[src/rtl/meas_pkg.sv]
// Shared definitions for the strobe arbiter: one-hot FSM encoding, default channel count
// and the round-robin pointer wrap helper.
package meas_pkg;

    localparam int DEFAULT_N_CH = 4;

    typedef enum logic [2:0] {
        ST_IDLE       = 3'b001,
        ST_ISSUE      = 3'b010,
        ST_WAIT_VALID = 3'b100
    } arb_state_t;

    // Index following idx in a ring of n entries.
    function automatic int wrap_inc(input int idx, input int n);
        return (idx >= n - 1) ? 0 : idx + 1;
    endfunction

endpackage

[src/rtl/rr_pick.sv]
// Combinational round-robin selector: finds the first set pending bit starting at rr_ptr_i
// and wrapping around the channel ring.
module rr_pick
    import meas_pkg::*;
#(
    parameter int N_CH = DEFAULT_N_CH
) (
    input  logic [N_CH-1:0]         pending_i,
    input  logic [$clog2(N_CH)-1:0] rr_ptr_i,
    output logic                    found_o,
    output logic [$clog2(N_CH)-1:0] index_o
);

    localparam int GW = $clog2(N_CH);

    always_comb begin
        int j;
        found_o = 1'b0;
        index_o = '0;
        // Walk from the farthest offset back to rr_ptr so the nearest hit is written last.
        for (int k = N_CH - 1; k >= 0; k--) begin
            j = int'(rr_ptr_i) + k;
            if (j >= N_CH) begin
                j = j - N_CH;
            end
            if (pending_i[j]) begin
                found_o = 1'b1;
                index_o = GW'(j);
            end
        end
    end

endmodule

[src/rtl/stb_arbiter.sv]
// Round-robin arbiter sharing one strobe generator among N_CH channel controllers.
// Define STB_ARB_TIMEOUT_EN to add the WAIT_VALID watchdog and sticky timeout_o flag.
module stb_arbiter
    import meas_pkg::*;
#(
    parameter int N_CH           = DEFAULT_N_CH,
    parameter int TIMEOUT_CYCLES = 1024
) (
    input  logic                    clk_i,
    input  logic                    arst_i,
    input  logic                    en_i,
    input  logic [N_CH-1:0]         ch_stb_req_i,
    output logic [N_CH-1:0]         ch_stb_valid_o,
    output logic                    stb_req_o,
    input  logic                    stb_valid_i,
    output logic [$clog2(N_CH)-1:0] grant_id_o,
    output logic                    busy_o,
    output logic                    timeout_o
);

    localparam int GW = $clog2(N_CH);

    if (N_CH < 2 || N_CH > 16 || TIMEOUT_CYCLES < 1) begin : g_param_check
        $error("stb_arbiter: N_CH must be 2..16 and TIMEOUT_CYCLES at least 1");
    end

    arb_state_t        r_state;
    logic [N_CH-1:0]   r_pending;
    logic [GW-1:0]     r_rr_ptr;
    logic [GW-1:0]     r_grant;
    logic [N_CH-1:0]   r_ch_valid;

    logic              w_found;
    logic [GW-1:0]     w_pick;
    logic [N_CH-1:0]   w_grant_onehot;
    logic [N_CH-1:0]   w_clear;
    logic [N_CH-1:0]   w_pending_next;
    logic [GW-1:0]     w_rr_next;
    logic              w_expire;

    rr_pick #(
        .N_CH (N_CH)
    ) u_rr_pick (
        .pending_i (r_pending),
        .rr_ptr_i  (r_rr_ptr),
        .found_o   (w_found),
        .index_o   (w_pick)
    );

    assign w_grant_onehot = {{(N_CH-1){1'b0}}, 1'b1} << r_grant;
    assign w_clear        = (r_state == ST_ISSUE) ? w_grant_onehot : '0;
    // A fresh request in the issue cycle is ORed in after the clear, so it survives.
    assign w_pending_next = (r_pending & ~w_clear) | ch_stb_req_i;
    assign w_rr_next      = GW'(wrap_inc(int'(r_grant), N_CH));

`ifdef STB_ARB_TIMEOUT_EN
    localparam int WD_W = $clog2(TIMEOUT_CYCLES + 1);

    logic [WD_W-1:0] r_watchdog;
    logic            r_timeout;

    assign w_expire = (r_state == ST_WAIT_VALID) && !stb_valid_i &&
                      (r_watchdog == WD_W'(TIMEOUT_CYCLES - 1));

    always_ff @(posedge clk_i) begin
        if (!arst_i) begin
            r_watchdog <= '0;
            r_timeout  <= 1'b0;
        end else begin
            if (r_state == ST_WAIT_VALID && !stb_valid_i && !w_expire) begin
                r_watchdog <= r_watchdog + 1'b1;
            end else begin
                r_watchdog <= '0;
            end
            if (w_expire) begin
                r_timeout <= 1'b1;
            end
        end
    end

    assign timeout_o = r_timeout;
`else
    assign w_expire  = 1'b0;
    assign timeout_o = 1'b0;
`endif

    always_ff @(posedge clk_i) begin
        if (!arst_i) begin
            r_state    <= ST_IDLE;
            r_pending  <= '0;
            r_rr_ptr   <= '0;
            r_grant    <= '0;
            r_ch_valid <= '0;
        end else begin
            r_pending  <= w_pending_next;
            r_ch_valid <= '0;
            case (r_state)
                ST_IDLE: begin
                    if (en_i && w_found) begin
                        r_state <= ST_ISSUE;
                        r_grant <= w_pick;
                    end
                end
                ST_ISSUE: begin
                    r_state <= ST_WAIT_VALID;
                end
                ST_WAIT_VALID: begin
                    if (stb_valid_i) begin
                        r_state    <= ST_IDLE;
                        r_ch_valid <= w_grant_onehot;
                        r_rr_ptr   <= w_rr_next;
                    end else if (w_expire) begin
                        r_state  <= ST_IDLE;
                        r_rr_ptr <= w_rr_next;
                    end
                end
                default: begin
                    r_state <= ST_IDLE;
                end
            endcase
        end
    end

    assign stb_req_o      = (r_state == ST_ISSUE);
    assign busy_o         = (r_state != ST_IDLE);
    assign grant_id_o     = r_grant;
    assign ch_stb_valid_o = r_ch_valid;

endmodule

[config.mk]
export PLATFORM = sky130hd
export DESIGN_NAME = stb_arbiter
export DESIGN_NICKNAME = d
export VERILOG_FILES = /design/src/rtl/meas_pkg.sv /design/src/rtl/rr_pick.sv /design/src/rtl/stb_arbiter.sv
export SDC_FILE = /design/constraint.sdc
export NUM_CORES = 1
export LEC_CHECK = 0
export ABC_AREA = 1
export CAP_MARGIN = 10
export CELL_PAD_IN_SITES_DETAIL_PLACEMENT = 1
export CELL_PAD_IN_SITES_GLOBAL_PLACEMENT = 1
export CORE_MARGIN = 4
export CORE_UTILIZATION = 31
export DETAILED_ROUTE_END_ITERATION = 6
export PLACE_DENSITY = 0.71
export SYNTH_ARGS = -nofsm -noshare
export SYNTH_HDL_FRONTEND = slang
export SYNTH_SLANG_ARGS = --single-unit
[constraint.sdc]
create_clock -name clk_i -period 1.15 [get_ports clk_i]
set_input_delay 0.23 -clock clk_i [delete_from_list [all_inputs] [get_ports clk_i]]
set_output_delay 0.23 -clock clk_i [all_outputs]
set_load 0.02 [all_outputs]
### After elaboration in Yosys (flattened, before gate mapping)

Index checks and enable logic that the tools add are counted.
Widths: inputs -> output; s select.

| word-level totals | value |
|---|---|
| memories kept | 0 |
| memory bits (read-only) | 0 |
| RAM bits | 0 |
| input port bits | 8 |
| bits in registers | 15 |
| bits in latches | 0 |

| cells by class | value |
|---|---|
| reduce and logical (&&, ||, !) cells | 5 |
| multiply operators | 0 |
| $add $sub $neg | 8 |
| order comparisons | 9 |
| divide/modulo/power cells | 0 |
| mux-type cells | 29 |
| shifts and indexed selects | 1 |
| equal/unequal tests | 6 |
| bitwise gates (word level) | 3 |

Operators by type and width:

| kind | count |
|---|---|
| $lt 32x4->1 const B | 4 |
| $mux 32 | 4 |
| $ge 32x4->1 const B | 3 |
| $sub 32x4->32 const B | 3 |
| $mux 1 | 12 |
| $mux 2 | 5 |
| $pmux 3 s3 | 1 |
| $bmux 1 s2 | 4 |
| $add 2x2->3 const B | 2 |
| $mux 3 | 2 |
| $reduce_and 2->1 | 3 |
| $and 4x4->4 | 1 |
| $mux 4 | 1 |
| $ne 2x2->1 const B | 2 |
| $not 4->4 | 1 |
| $or 4x4->4 | 1 |
| $shl 1x2->4 const A | 1 |
| $sub 2x3->4 const B | 1 |
| $add 2x1->3 const B | 1 |
| $eq 3x1->1 const B | 1 |
| $eq 3x2->1 const B | 1 |
| $eq 3x3->1 const B | 1 |
| $ge 2x3->1 const B | 1 |
| $ne 3x1->1 const B | 1 |
| other kinds (4) | 4 |

### Longest topological paths before layout

| depth | value |
|---|---|
| word-level depth | 13 |
| gate-level depth with buffers | 13 |
| mapped depth without buffers | 12 |

### Hierarchy

Synthesis repeated with hierarchy kept, for this count alone.

| unflattened totals | value |
|---|---|
| cell total of the unflattened synthesis | 130 |
| area, all modules | 879.6 µm² |

Modules (own cells, without submodules):

| module | sequential area each (µm²) | cells an instance | instances | area each (µm²) |
|---|---|---|---|---|
| stb_arbiter | 300.3 | 84 | 1 | 666.9 |
| rr_pick | 0.0 | 46 | 1 | 212.7 |

### Least setup slack after synthesis

No wires, ideal clock.

| timing path | value |
|---|---|
| path type | register -> register |
| start | register r_state[2] |
| end | register r_pending[0] |
| setup slack | -0.280 ns |
| setup time | 0.122 ns |
| cell stages (with the launch flop) | 5 |
| data required time | 1.028 ns |
| arrival | 1.307 ns |
| cells stage by stage | dfxtp_1 nor3_1 inv_1 o21ai_0 a21oi_1 |

| between the ends | value |
|---|---|
| cells in the longest elaborated chain, start to end | 5 |

RTL lines:

| what | line | text |
|---|---|---|
| start: declaration | stb_arbiter.sv:27 | `arb_state_t r_state;` |
| start signal: assignment | stb_arbiter.sv:89 | `r_state <= ST_IDLE;` |
| start signal: assignment | stb_arbiter.sv:100 | `r_state <= ST_ISSUE;` |
| start signal: assignment | stb_arbiter.sv:105 | `r_state <= ST_WAIT_VALID;` |
| $eq 3x2->1 | n/a |  |
| via stb_req_o | stb_arbiter.sv:14 | `output logic stb_req_o,` |
| $mux 4 | stb_arbiter.sv:51 | `assign w_clear = (r_state == ST_ISSUE) ? w_grant_onehot : '0;` |
| $not 4->4 | stb_arbiter.sv:53 | `assign w_pending_next = (r_pending & ~w_clear) \| ch_stb_req_i;` |
| $and 4x4->4 | stb_arbiter.sv:53 |  |
| $or 4x4->4 | stb_arbiter.sv:53 |  |
| end signal: assignment | stb_arbiter.sv:95 | `r_pending <= w_pending_next;` |
| end: declaration | stb_arbiter.sv:28 | `logic [N_CH-1:0] r_pending;` |

The timed path passes the listed nets, and every way through them passes these cells.
A chain may end at the register's enable or synchronous reset.

### Worst setup path after layout

| timing path | value |
|---|---|
| start | register r_rr_ptr[0] |
| end | register r_grant[1], in the netlist grant_id_o[1] |

| between the ends | value |
|---|---|
| cells in the longest elaborated chain, start to end | 12 |
| elaborated cells on any way between the ends | 37 |

RTL lines:

| what | line | text |
|---|---|---|
| start: declaration | stb_arbiter.sv:29 | `logic [GW-1:0] r_rr_ptr;` |
| start signal: assignment | stb_arbiter.sv:111 | `r_rr_ptr <= w_rr_next;` |
| start signal: assignment | stb_arbiter.sv:114 | `r_rr_ptr <= w_rr_next;` |
| $add 2x2->3 | rr_pick.sv:22 | `j = int'(rr_ptr_i) + k;` |
| $sub 32x4->32 / $ge 32x4->1 (equally long branches) | rr_pick.sv:24, rr_pick.sv:23 |  |
| $mux 32 | rr_pick.sv:23 | `if (j >= N_CH) begin` |
| $bmux 1 s2 | rr_pick.sv:26 | `if (pending_i[j]) begin` |
| $mux 1 (implied by the code) (2 in series) | rr_pick.sv:26 |  |
| $mux 1 (4 in series) | rr_pick.sv:26 |  |
| $logic_and 1x1->1 | stb_arbiter.sv:99 | `if (en_i && w_found) begin` |
| $reduce_and 2->1 (no line) | n/a |  |
| end signal: assignment | stb_arbiter.sv:101 | `r_grant <= w_pick;` |
| end: declaration | stb_arbiter.sv:30 | `logic [GW-1:0] r_grant;` |

Several ways; a longest one is shown, not always the timed one. The select of a mux whose other input is x is not followed.

==> impl_results.md <==
* Outcome: finished, violations left
* Violated checks: setup timing
* Final Hold Fails at 0
* Period Utilization, post-route at 1.20
* Critical Path RT at between 1 and 1.5 ns
* Post-Syn Instances at between 100 and 150
* Via count at 902
* Initial antenna violation count at 0
* Cell family with most CP delay: simple AND/OR/NAND/NOR gates
* Peak supply drop at just under 800 µV
* Min Tclk post-route at 1.38 ns
* Placed cell areas at 1180 µm²
* Final setup viols at 8
* First-pass GRT wire length at 4.51 mm
* H-Tree Depth at 1
* Max-slew violations at 0
* Clock transition at path regs at ~0.1 ns
* Crit path cell chain: inv_12 > nand2_4 > nand2_4 > nand2_4 > nand2_4 > nor2_4 > nand2_2 > nand3_4 > nand2_2 > nand2_1 > nor2_1
* Max Clk Rate at around 730 MHz
* Layout net count at 179
* Root buffer cell: clkbuf_4
* CP bufs+invs at 1
* # DRC at 0
* Critical path class: reg2reg
* P&R area growth vs syn at 55.4%
* I/O pin count at 17
* Post-DP HPWL at 1.89 mm
* DR WL/cell at 13.2 µm
* Largest net degree at the start of global routing at 10
* CP dominant cell by count: nand2_4
* Top FF cell, synth: dfxtp_1
* PwrDens at ~1000 nW/µm²
* Sequential element share of the synthesized area at 0.348
* First DRT Iteration DRCs at 7
* Final Wtd Congestion at approximately 0.76
* CTS Buf Count at 3
* FFs w/ async S/R, synth at 0
* ANT cells at 0
* Critical Path AT at around 1.6 ns
* Total Routing Usage GR at 0.164
* Clk_lat worst skew at around 0.29 ns
* Hold WC Path Type: in2reg
* First-pass DRT Iterations at 2
* Grt total ovfl at 0
* Syn nets at 140
* Final setup margin at -0.226 ns
* Met2 usage at 0.316
* Fraction of layout cells with a size suffix above 1 at 0.500
* Fin Setup TNS at -1.03 ns
* Max Cap Viol at 0
* Worst-path fanout max at 8
* Clk sink count at 15
* Die X at a little over 60 µm
* Critical path's slowest cell: dfxtp_4
* Vert. Die Dim at 60.7 µm
* Netlist Area Pre-Place at roughly 860 µm²
* GR peak layer: met2
* Fin Hold WS at 0.474 ns
* Remaining antenna violation count after routing at 0
* Worst setup EP type: register
* CP peak stage delay at ~0.48 ns
* Starting density of the core at 0.336
* Syn avg cell area at between 6 and 7 µm²
* DIE AREA at between 3000 and 4000 µm²
* Met3 usage at 0.0426
* Pleak at about 0.66 nW
* CP startpoint kind: register
* Fillcell total at ~330
* Met1 Use GR at 0.185
* Via/cell ratio at 4.60
* Final wirelength at 2.59 mm
* Core area at 2570 µm²
* Seq cells post-synth at 15
* Input/output buffers at 15
* Clock skew at between 0.004 and 0.005 ns
* Number of core rows at 18
* CTS tree: built
* CTS Hold Bufs at 0
* Final core area utilization at 0.522
* RSZ-0062 raised after global routing: yes
* Synth Warn # at 0
* Clk buf depth at 2
* EDFF count, synth at 0
* Count of cell types in the netlist at 21
* Vias in the first global route at ~1,000
* Final Cell Area at 1340 µm²
[cells in the final DEF (no fill, tap or decap), types with 2 or more instances in the layout]
| cell | n |
|---|---|
| buf_4 | 21 |
| inv_1 | 17 |
| nand2_1 | 17 |
| nand2_2 | 15 |
| nand2_4 | 10 |
| nor2_1 | 9 |
| dfxtp_1 | 9 |
| a21oi_1 | 7 |
| clkdlybuf4s50_1 | 7 |
| inv_2 | 6 |
| nand3_1 | 6 |
| dfxtp_2 | 5 |
| ha_1 | 4 |
| clkbuf_2 | 4 |
| o21ai_0 | 3 |
| nor2_2 | 3 |
| clkbuf_4 | 3 |
| nor3_4 | 2 |
| and2_4 | 2 |
| o21ai_1 | 2 |
| buf_2 | 2 |
| buf_6 | 2 |
[metal layers]
layer / wire length (µm) / part of all wire
met4: 0 / 0
met2: 1380 / 0.53
met5: 0 / 0
met3: 111 / 0.043
met1: 1100 / 0.42
[cell usage after synthesis (2+ instances only)]
| library cell | n | area, µm² |
|---|---|---|
| a21oi_1 | 8 | 40.0 |
| nor3_1 | 2 | 10.0 |
| nand2_2 | 9 | 56.3 |
| o21ai_0 | 5 | 25.0 |
| nor2_2 | 3 | 18.8 |
| and2_1 | 2 | 12.5 |
| nor2_1 | 10 | 37.5 |
| inv_1 | 22 | 82.6 |
| dfxtp_1 | 15 | 300 |
| ha_1 | 4 | 50.1 |
| nand2_1 | 33 | 124 |
| nand3_1 | 6 | 30.0 |
[repair_timing]
| action | 4_1_cts | 5_1_grt |
|---|---|---|
| endpoints found under the setup margin | 18 | 20 |
| setup buffers | 6 | 0 |
| pin swaps | 12 | 10 |
| resized for setup | 56 | 24 |
[power by group]
group	total [mW]	switching, mW	leakage (nW)	internal [mW]
clock network	0.316	0.186	0.0177	0.129
registers	0.580	0.0305	0.125	0.549
logic	0.442	0.233	0.515	0.210
[final timing paths]
path              startpoint            end  slack [ns]  depth (start not counted)
min reg2reg     r_pending[2]   r_pending[2]        0.51                          2
max              r_rr_ptr[0]  grant_id_o[1]       -0.23                         11
max reg2reg      r_rr_ptr[0]  grant_id_o[1]       -0.23                         11
min          ch_stb_req_i[0]   r_pending[0]        0.47                          3
[tightest hold or removal path, stage by stage]
cell	delay, ns
clkdlybuf4s50_1	0.40
inv_1	0.05
a21oi_1	0.05
[kinds of logic after synthesis]
logic type | Yosys count | share of synthesized area
fa+ha+maj | 4 | 0.0581
compound gates | 14 | 0.0842
simple gates | 68 | 0.370
buf+inv | 26 | 0.135
flops | 15 | 0.348
other cells | 1 | 0.00435
[registers in the layout (all words and copies together) (netlist names)]
signal          cells
ch_stb_valid_o      4
grant_id_o          2
r_pending           4
r_state             3
r_rr_ptr            2
[area by class of cell]
class / instances / area (µm²) / share of cell area
multi-input combinational: 87 / 582 / 0.434
sequential: 15 / 310 / 0.232
timing repair buffer: 36 / 280 / 0.209
inverter: 24 / 103 / 0.0766
tap: 30 / 37.5 / 0.0280
clock buffer: 3 / 22.5 / 0.0168
clock inverter: 1 / 5.00 / 0.00373
[metrics by stage]
| step | total power, mW | std cells | setup WS (ns) |
|---|---|---|---|
| 3_3_place_gp | 0.937 | 187 | -0.252 |
| 4_1_cts | 1.32 | 197 | -0.205 |
| 6_report | 1.34 | 196 | -0.226 |
| 2_1_floorplan | 0.779 | 128 | -0.0844 |
| 5_1_grt | 1.44 | 196 | -0.340 |
| 3_5_place_dp | 0.953 | 187 | -0.303 |
(Power assumes the default switching activity.)
